--- config.mk ---
export PLATFORM = sky130hd
export DESIGN_NAME = command_decoder
export DESIGN_NICKNAME = d
export VERILOG_FILES = /design/src/rtl/ssg_cmd_pkg.sv /design/src/rtl/cmd_timeout_counter.sv /design/src/rtl/command_decoder.sv
export SDC_FILE = /design/constraint.sdc
export NUM_CORES = 1
export LEC_CHECK = 0
export BUFFER_PORTS_ARGS = -buffer_cell sky130_fd_sc_hd__clkbuf_2
export CORE_ASPECT_RATIO = 0.9
export CORE_MARGIN = 3
export CORE_UTILIZATION = 53
export CTS_BUF_LIST = sky130_fd_sc_hd__clkbuf_16
export DETAILED_ROUTE_END_ITERATION = 7
export PLACE_DENSITY = 0.86
export REMOVE_ABC_BUFFERS = 1
export SLEW_MARGIN = 20
export SYNTH_ARGS = -nofsm -noshare
export SYNTH_HDL_FRONTEND = slang
export SYNTH_SLANG_ARGS = --single-unit
--- constraint.sdc ---
create_clock -name CLK -period 1.8 [get_ports CLK]
set_input_delay 0.54 -clock CLK [delete_from_list [all_inputs] [get_ports CLK]]
set_output_delay 0.54 -clock CLK [all_outputs]
set_load 0.03 [all_outputs]
--- src/rtl/ssg_cmd_pkg.sv ---
// Shared definitions for the tone/status command decoder:
// opcodes, byte field positions, FSM encoding and lane helpers.
package ssg_cmd_pkg;

  localparam int NUM_CH = 4;

  localparam logic [1:0] OP_TONE   = 2'b10;
  localparam logic [1:0] OP_STATUS = 2'b11;

  localparam int OP_HI   = 7;
  localparam int OP_LO   = 6;
  localparam int CH_HI   = 5;
  localparam int CH_LO   = 4;
  localparam int HI_HI   = 3;
  localparam int HI_LO   = 0;
  localparam int MASK_HI = 3;
  localparam int MASK_LO = 2;
  localparam int VAL_HI  = 1;
  localparam int VAL_LO  = 0;

  typedef enum logic {
    IDLE    = 1'b0,
    WAIT_LO = 1'b1
  } state_e;

  // Place a 2-bit field into the status lane owned by channel ch.
  function automatic logic [2*NUM_CH-1:0] status_lane(
    input logic [1:0] ch,
    input logic [1:0] v
  );
    return (2*NUM_CH)'(v) << {ch, 1'b0};
  endfunction

  function automatic logic [NUM_CH-1:0] ch_onehot(
    input logic [1:0] ch
  );
    return NUM_CH'(1) << ch;
  endfunction

endpackage

--- src/rtl/cmd_timeout_counter.sv ---
// Loadable, clearable idle counter with a terminal-count flag
// that fires when the count sits at TIMEOUT-1.
module cmd_timeout_counter #(
  parameter int TIMEOUT = 1023,
  parameter int TO_W    = 10
) (
  input  logic            clk,
  input  logic            rst_n,
  input  logic            clr,
  input  logic            load,
  input  logic [TO_W-1:0] load_val,
  input  logic            inc,
  output logic            tc
);

  logic [TO_W-1:0] cnt_q;
  logic [TO_W-1:0] cnt_d;

  always_comb begin
    cnt_d = cnt_q;
    if (clr) begin
      cnt_d = '0;
    end else if (load) begin
      cnt_d = load_val;
    end else if (inc) begin
      cnt_d = cnt_q + TO_W'(1);
    end
  end

  always_ff @(posedge clk or negedge rst_n) begin
    if (!rst_n) begin
      cnt_q <= '0;
    end else begin
      cnt_q <= cnt_d;
    end
  end

  assign tc = (cnt_q == TO_W'(TIMEOUT - 1));

endmodule

--- src/rtl/command_decoder.sv ---
// Host byte-stream decoder generating tone/status register
// write strobes; all outputs are registered, one cycle after accept.
module command_decoder
  import ssg_cmd_pkg::*;
#(
  parameter int TIMEOUT = 1023,
  parameter int TO_W    = 10
) (
  input  logic        CLK,
  input  logic        RST,
  input  logic [7:0]  ByteIn,
  input  logic        ByteValid,
  output logic        ByteReady,
  output logic [11:0] ToneValue,
  output logic [3:0]  ToneWE,
  output logic [7:0]  Status,
  output logic [7:0]  StatusWE,
  output logic        CmdError
);

  state_e      state_q;
  state_e      state_d;
  logic [1:0]  ch_q;
  logic [1:0]  ch_d;
  logic [3:0]  hi_q;
  logic [3:0]  hi_d;
  logic        ready_q;
  logic [11:0] tone_val_q;
  logic [11:0] tone_val_d;
  logic [3:0]  tone_we_q;
  logic [3:0]  tone_we_d;
  logic [7:0]  status_q;
  logic [7:0]  status_d;
  logic [7:0]  status_we_q;
  logic [7:0]  status_we_d;
  logic        err_q;
  logic        err_d;

  logic        accept;
  logic [1:0]  op;
  logic [1:0]  in_ch;
  logic        to_clr;
  logic        to_inc;
  logic        to_tc;

  assign accept = ByteValid & ready_q;
  assign op     = ByteIn[OP_HI:OP_LO];
  assign in_ch  = ByteIn[CH_HI:CH_LO];

  cmd_timeout_counter #(
    .TIMEOUT (TIMEOUT),
    .TO_W    (TO_W)
  ) u_timeout (
    .clk      (CLK),
    .rst_n    (RST),
    .clr      (to_clr),
    .load     (1'b0),
    .load_val ({TO_W{1'b0}}),
    .inc      (to_inc),
    .tc       (to_tc)
  );

  always_comb begin
    state_d     = state_q;
    ch_d        = ch_q;
    hi_d        = hi_q;
    tone_val_d  = tone_val_q;
    tone_we_d   = '0;
    status_d    = status_q;
    status_we_d = '0;
    err_d       = 1'b0;
    to_clr      = 1'b0;
    to_inc      = 1'b0;
    unique case (state_q)
      IDLE: begin
        if (accept) begin
          unique case (1'b1)
            (op == OP_TONE): begin
              state_d = WAIT_LO;
              ch_d    = in_ch;
              hi_d    = ByteIn[HI_HI:HI_LO];
              to_clr  = 1'b1;
            end
            (op == OP_STATUS): begin
              status_we_d = status_lane(in_ch, ByteIn[MASK_HI:MASK_LO]);
              status_d    = status_lane(in_ch, ByteIn[VAL_HI:VAL_LO]);
            end
            default: err_d = 1'b1;
          endcase
        end
      end
      WAIT_LO: begin
        // A byte arriving on the terminal cycle still completes the write.
        if (accept) begin
          state_d    = IDLE;
          tone_val_d = {hi_q, ByteIn};
          tone_we_d  = ch_onehot(ch_q);
        end else if (to_tc) begin
          state_d = IDLE;
          err_d   = 1'b1;
        end else begin
          to_inc = 1'b1;
        end
      end
      default: state_d = IDLE;
    endcase
  end

  always_ff @(posedge CLK or negedge RST) begin
    if (!RST) begin
      state_q     <= IDLE;
      ch_q        <= '0;
      hi_q        <= '0;
      ready_q     <= 1'b0;
      tone_val_q  <= '0;
      tone_we_q   <= '0;
      status_q    <= '0;
      status_we_q <= '0;
      err_q       <= 1'b0;
    end else begin
      state_q     <= state_d;
      ch_q        <= ch_d;
      hi_q        <= hi_d;
      ready_q     <= 1'b1;
      tone_val_q  <= tone_val_d;
      tone_we_q   <= tone_we_d;
      status_q    <= status_d;
      status_we_q <= status_we_d;
      err_q       <= err_d;
    end
  end

  assign ByteReady = ready_q;
  assign ToneValue = tone_val_q;
  assign ToneWE    = tone_we_q;
  assign Status    = status_q;
  assign StatusWE  = status_we_q;
  assign CmdError  = err_q;

endmodule

==> qor.yml, run 1 <==
min_path:
  hold_class: "input port to async pin"
cts:
  ctsResizeCount: 0
  holdBufCountCts: 0
  clock-root-buffer: "clkbuf_16"
  cts_setup_buffers: 0
  cts_max_level: 2
  path_clk_slew_ps: 60
  cts_num_sinks: 51
  clk_latency_ps: 290
  ctsLongestPathBuffers: 2
  numCtsBuffers: 5
  cts_tree: "done"
timing:
  fin_crit_sh: 0.929
  fin_tns_setup_ps: 0
  min_period_ps: 1670
  grt_setup_unrepaired: "false"
  whs_ps: 231
  fmax_mhz: 598
  finalSetupViolCount: 0
  hold_viol_final: 0
  clock-skew-final_ps: 3.96
  maxSlewViolCount: 0
final_layout:
  fin_util: 0.674
  final_nets: 255
  multi_input_area_um2: 782
  fillerInstances: 293
  syn_to_final_growth_pct: 21.0
  layout-drive-gt1-share: 0.300
  final_cells: 289
  antenna_cells: 0
  area.sequential_mm2: 0.00128
drt:
  avgRoutedWirePerCell_um: 14.7
  routed_via_density: 5.48
  dr.pass1.iters: 4
  detail-route-antenna-nets: 0
  drcViolationCount: 0
  drt_iter0_drc: 88
  routed_wirelength_um: 4260
  num_vias: 1583
worst_setup_path:
  slowest_delay_ps: 470
  cp_cell_sequence: "inv_1 > ha_1 > nand2_1 > nor3_1 > buf_4 > or4_1 > nand2_1"
  worst-setup-path-type: "flop to flop"
  cp_num_buf_inv: 2
  cp-end-kind: "flop"
  crit_family: "simple AND/OR/NAND/NOR gates"
  critPathArrivalTime_ps: 1900
  critical_path.slowest_cell: "or4_1"
  cp_common_cell: "nand2_1"
  required_ps: 2020
  critPathLaunchType: "flop"
  path_max_fanout: 11
placement:
  gp_congestion: 0.817
  dp_hpwl_um: 3010
  portBuffers: 44
  dp.cells: 281
power_and_ir_drop:
  powerDensity_mw_per_mm2: 1190
  power_leakage_nw: 1.26
  vdd_ir_drop_max_mv: 0.710
yosys:
  ys_async_sr_fraction: 1.00
  synth_ff_type: "dfrtp_1"
  syn_area_per_cell_um2: 11.0
  ys_types: 30
  synth_area_mm2: 0.00211
  ys_ff_latch: 51
  synth_most_common_cell: "dfrtp_1"
  synth_common_cells: "dfrtp_1 (51), nand2_1 (45), mux2_2 (12), o21ai_0 (11), nor3_1 (10)"
  synth_edf_count: 0
  seq_area_frac_synth: 0.606
  yosysWarnings: 0
  yosys-top-cells-area: "dfrtp_1 (61%), nand2_1 (8.0%), mux2_2 (6.4%)"
  synth_top_area_frac: 0.606
  synth_top_area_cell: "dfrtp_1"
  syn-instance-count: 192
global_routing:
  grt_pass1_vias: 1570
  grt_start_max_net_pins: 52
  overflow: 0
  antenna_found_initial: 0
  grt_pass1_wl_um: 7130
  grt_usage: 0.193
floorplan:
  die_h_um: 65.8
  die_x_um: 72.5
  start_util: 0.557
  die_area_mm2: 0.00477
  core_area_mm2: 0.00378
  rows: 21
  ios: 45
job:
  maxCapViolations: 0
status:
  status: "completed"
==> cell usage in the layout, fill, tap and decap left out, drive strengths merged <==
cell,n
nor2,8
o21ai,11
nand3,8
buf,7
nand4,5
clkbuf,49
dfrtp,51
o211ai,3
conb,1
nor3b,2
and3,1
or3,2
and4b,1
o31ai,3
nand2,45
mux2,12
or4,2
clkinvlp,1
clkinv,1
nor2b,3
inv,3
ha,2
nand2b,3
a21oi,3
and4,1
o211a,1
a21boi,1
mux2i,3
nor3,10
==> layer usage <==
| metal | track usage | part of all wire | up-vias | routed length [um] |
|---|---|---|---|---|
| met4 | 0.0899 | 0.015 | 0 | 62 |
| met3 | 0.0380 | 0.052 | 8 | 222 |
| li1 | - | - | 758 | - |
| met2 | 0.308 | 0.50 | 38 | 2110 |
| met5 | 0 | 0 | - | 0 |
| met1 | 0.255 | 0.44 | 779 | 1860 |
==> stage by stage <==
stage	instance area, um2	worst slack (ps)	power [mW]
2_1_floorplan	2070	81.1	1.91
3_3_place_gp	2410	87.8	2.13
3_5_place_dp	2410	22.8	2.16
4_1_cts	2550	132	3.06
5_1_grt	2550	46.3	3.17
6_report	2550	128	3.03
==> final cells by class <==
type,count,area share
Multi-Input combinational cell,131,0.307
Timing Repair Buffer,51,0.112
Tap cell,46,0.0226
Clock inverter,3,0.00638
Sequential cell,51,0.500
Inverter,2,0.00294
Clock buffer,5,0.0491
==> worst reg2reg max path: cells and delay by family, from the launching register on <==
family                     cells  cell delay, ps
buffers and inverters          2             240
DFF                            1             460
adders and majority gates      1             230
and+or+nand+nor                4             680
==> cell families (layout without fill, tap and decap cells) <==
| group | after synthesis | in the layout | synth area share |
|---|---|---|---|
| compound gates | 22 | 22 | 0.0683 |
| fa+ha+maj | 2 | 2 | 0.0119 |
| buf+inv | 10 | 61 | 0.0232 |
| flops | 51 | 51 | 0.606 |
| mux | 15 | 15 | 0.0784 |
| other cells | 1 | 1 | 0.00178 |
| simple gates | 91 | 91 | 0.211 |
==> state kept, by name (all words and copies together) (netlist names) <==
name and flops:
hi_q 4, ByteReady 1, state_q 1, CmdError 1, Status 8, StatusWE 8, u_timeout.cnt_q 10, ToneValue 12
ch_q 2, ToneWE 4
==> final timing paths <==
check | depth (start not counted) | startpoint | endpoint | slack [ps]
setup / recovery | 7 | u_timeout.cnt_q[0] | u_timeout.cnt_q[1] | 130
hold / removal | 2 | RST | StatusWE[2] | 230
setup reg to reg | 7 | u_timeout.cnt_q[0] | u_timeout.cnt_q[1] | 130
hold reg to reg | 2 | hi_q[0] | hi_q[0] | 480
max in group asynchronous | 2 | RST | u_timeout.cnt_q[4] | 1340
min in group CLK | 2 | ByteIn[7] | CmdError | 470
==> where the power goes <==
| group | internal (mW) | total (mW) | switching (mW) |
|---|---|---|---|
| combinational | 0.231 | 0.671 | 0.440 |
| sequential | 1.32 | 1.46 | 0.140 |
| clock | 0.507 | 0.898 | 0.391 |
| total | 2.06 | 3.03 | 0.971 |
Note: power is estimated with default switching activity, not from simulation.
==> inputs of run 2 (changes only) <==
--- a/config.mk
+++ b/config.mk
@@ -5,13 +5,13 @@
 export SDC_FILE = /design/constraint.sdc
 export NUM_CORES = 1
 export LEC_CHECK = 0
-export BUFFER_PORTS_ARGS = -buffer_cell sky130_fd_sc_hd__clkbuf_2
 export CORE_ASPECT_RATIO = 0.9
 export CORE_MARGIN = 3
-export CORE_UTILIZATION = 53
+export CORE_UTILIZATION = 54
 export CTS_BUF_LIST = sky130_fd_sc_hd__clkbuf_16
 export DETAILED_ROUTE_END_ITERATION = 7
-export PLACE_DENSITY = 0.86
+export DONT_BUFFER_PORTS = 1
+export PLACE_DENSITY = 0.77
 export REMOVE_ABC_BUFFERS = 1
 export SLEW_MARGIN = 20
 export SYNTH_ARGS = -nofsm -noshare
==> qor.yml, run 2 (same netlist as run 1, synthesis figures left out) <==
status:
  status: "completed"
cts:
  clock-root-buffer: "clkbuf_16"
  cts_max_level: 2
  numCtsBuffers: 5
  cts_num_sinks: 51
  clk_latency_ps: 280
  cts_tree: "done"
  path_clk_slew_ps: 60
  ctsLongestPathBuffers: 2
power_and_ir_drop:
  combPwrFrac: 0.094
  clkPwrFrac: 0.341
  power_frac_seq: 0.565
  powerDensity_mw_per_mm2: 1300
  power_leakage_nw: 1.07
  switching_share: 0.303
  design_power_total_mw: 3.04
  vdd_ir_drop_max_mv: 0.858
  power.switching_mw: 0.923
  internal-power_mw: 2.12
timing:
  min_period_ps: 1650
  fmax_mhz: 606
  finalSetupViolCount: 0
  grt_setup_unrepaired: "false"
  fin_crit_sh: 0.917
  whs_ps: 106
  maxSlewViolCount: 0
  slew_headroom: 0.638
  clock-skew-final_ps: 4.75
  hold_viol_final: 0
  tightestPinTransition_ps: 543
  fin_tns_setup_ps: 0
global_routing:
  overflow: 0
  grt_usage: 0.188
  grt_pass1_vias: 1393
  grt_start_max_net_pins: 52
  grt_pass1_wl_um: 6730
  antenna_found_initial: 0
final_layout:
  final_common_cell: "dfrtp_1"
  antenna_cells: 0
  syn_to_final_growth_pct: 11.4
  fin_area_mm2: 0.00235
  layout-drive-gt1-share: 0.142
  largest_reg_flops: 12
  final_nets: 209
  layout_common_cells: "dfrtp_1 (51), nand2_1 (45), mux2_2 (12)"
placement:
  placed_area_mm2: 0.00215
  gp_congestion: 0.750
  dp_hpwl_um: 2800
  portBuffers: 0
floorplan:
  rows: 20
  die_x_um: 71.8
  start_util: 0.593
  ios: 45
  die_h_um: 65.3
  core_area_mm2: 0.00355
  die_area_mm2: 0.00469
worst_setup_path:
  slowest_delay_ps: 450
  critPathLaunchType: "flop"
  crit_family: "simple AND/OR/NAND/NOR gates"
  cp_cell_sequence: "inv_1 > ha_1 > nand2_1 > nor3_2 > buf_4 > nor2_1 > nor3_1"
  cp-end-kind: "flop"
  cp_num_buf_inv: 2
  required_ps: 2000
  path_max_fanout: 8
  worst-setup-path-type: "flop to flop"
  critPathArrivalTime_ps: 1850
  critical_path.slowest_cell: "dfrtp_1"
drt:
  routed_via_density: 5.83
  num_vias: 1405
  drcViolationCount: 0
  routed_wirelength_um: 4140
  detail-route-antenna-nets: 0
  avgRoutedWirePerCell_um: 17.2
  dr.pass1.iters: 4
  drt_iter0_drc: 100
min_path:
  hold_class: "input port to async pin"
job:
  maxCapViolations: 0
## run 2: cell count changes in the layout (fill, tap and decap cells not counted), sizes merged
cell / delta
clkbuf: -44
clkinv: +1
inv: -1
buf: -2
bufinv: +1
clkinvlp: -1
## run 2: power by group through the flow
stage	clock network, mW	logic, mW	registers (mW)
2_1_floorplan	0	0.208	1.70
3_3_place_gp	0	0.234	1.73
3_5_place_dp	0	0.253	1.74
4_1_cts	1.05	0.291	1.72
5_1_grt	1.08	0.326	1.74
6_report	1.04	0.286	1.72
## run 2: area by class of cell
class,count,area [um2]
flip-flops and latches,51,1280
repair buffers,5,57.6
clock buffers,5,125
well taps,44,55.1
fillers,270,1210
inverters,2,7.51
multi-input cells,131,787
clock inverters,3,38.8
## run 2: what timing repair did
item | 4_1_cts | 5_1_grt
setup buffers | 0 | 0
resized for setup | 1 | 0
hold buffers | 1 | 0
hold endpoints to repair | 51 | 0
setup endpoints to repair | 1 | 0
## run 2: metrics by stage
stage	util	instances	setup WS, ps
floorplan	-	184	81.1
global placement	0.605	232	231
detailed placement	0.605	232	91.7
CTS	0.661	241	160
global route	0.661	241	82.9
finish	0.661	241	150
## run 2: routing by layer
layer,vias to the layer above,wire length (um),global-route usage
li1,669,-,-
met1,681,1790,0.239
met2,48,2010,0.297
met3,7,288,0.0688
met4,0,55,0.0634
met5,-,0,0
## run 2: worst paths after layout
check                           slack, ps                  to  cells past startpoint               start
worst max-delay path                  150  u_timeout.cnt_q[2]                      7  u_timeout.cnt_q[0]
worst min-delay path                  110  u_timeout.cnt_q[3]                      1                 RST
worst max register to register        150  u_timeout.cnt_q[2]                      7  u_timeout.cnt_q[0]
worst min register to register        480             hi_q[1]                      2             hi_q[1]
max in group asynchronous            1490           Status[6]                      1                 RST
min in group CLK                      320         StatusWE[0]                      1           ByteIn[4]
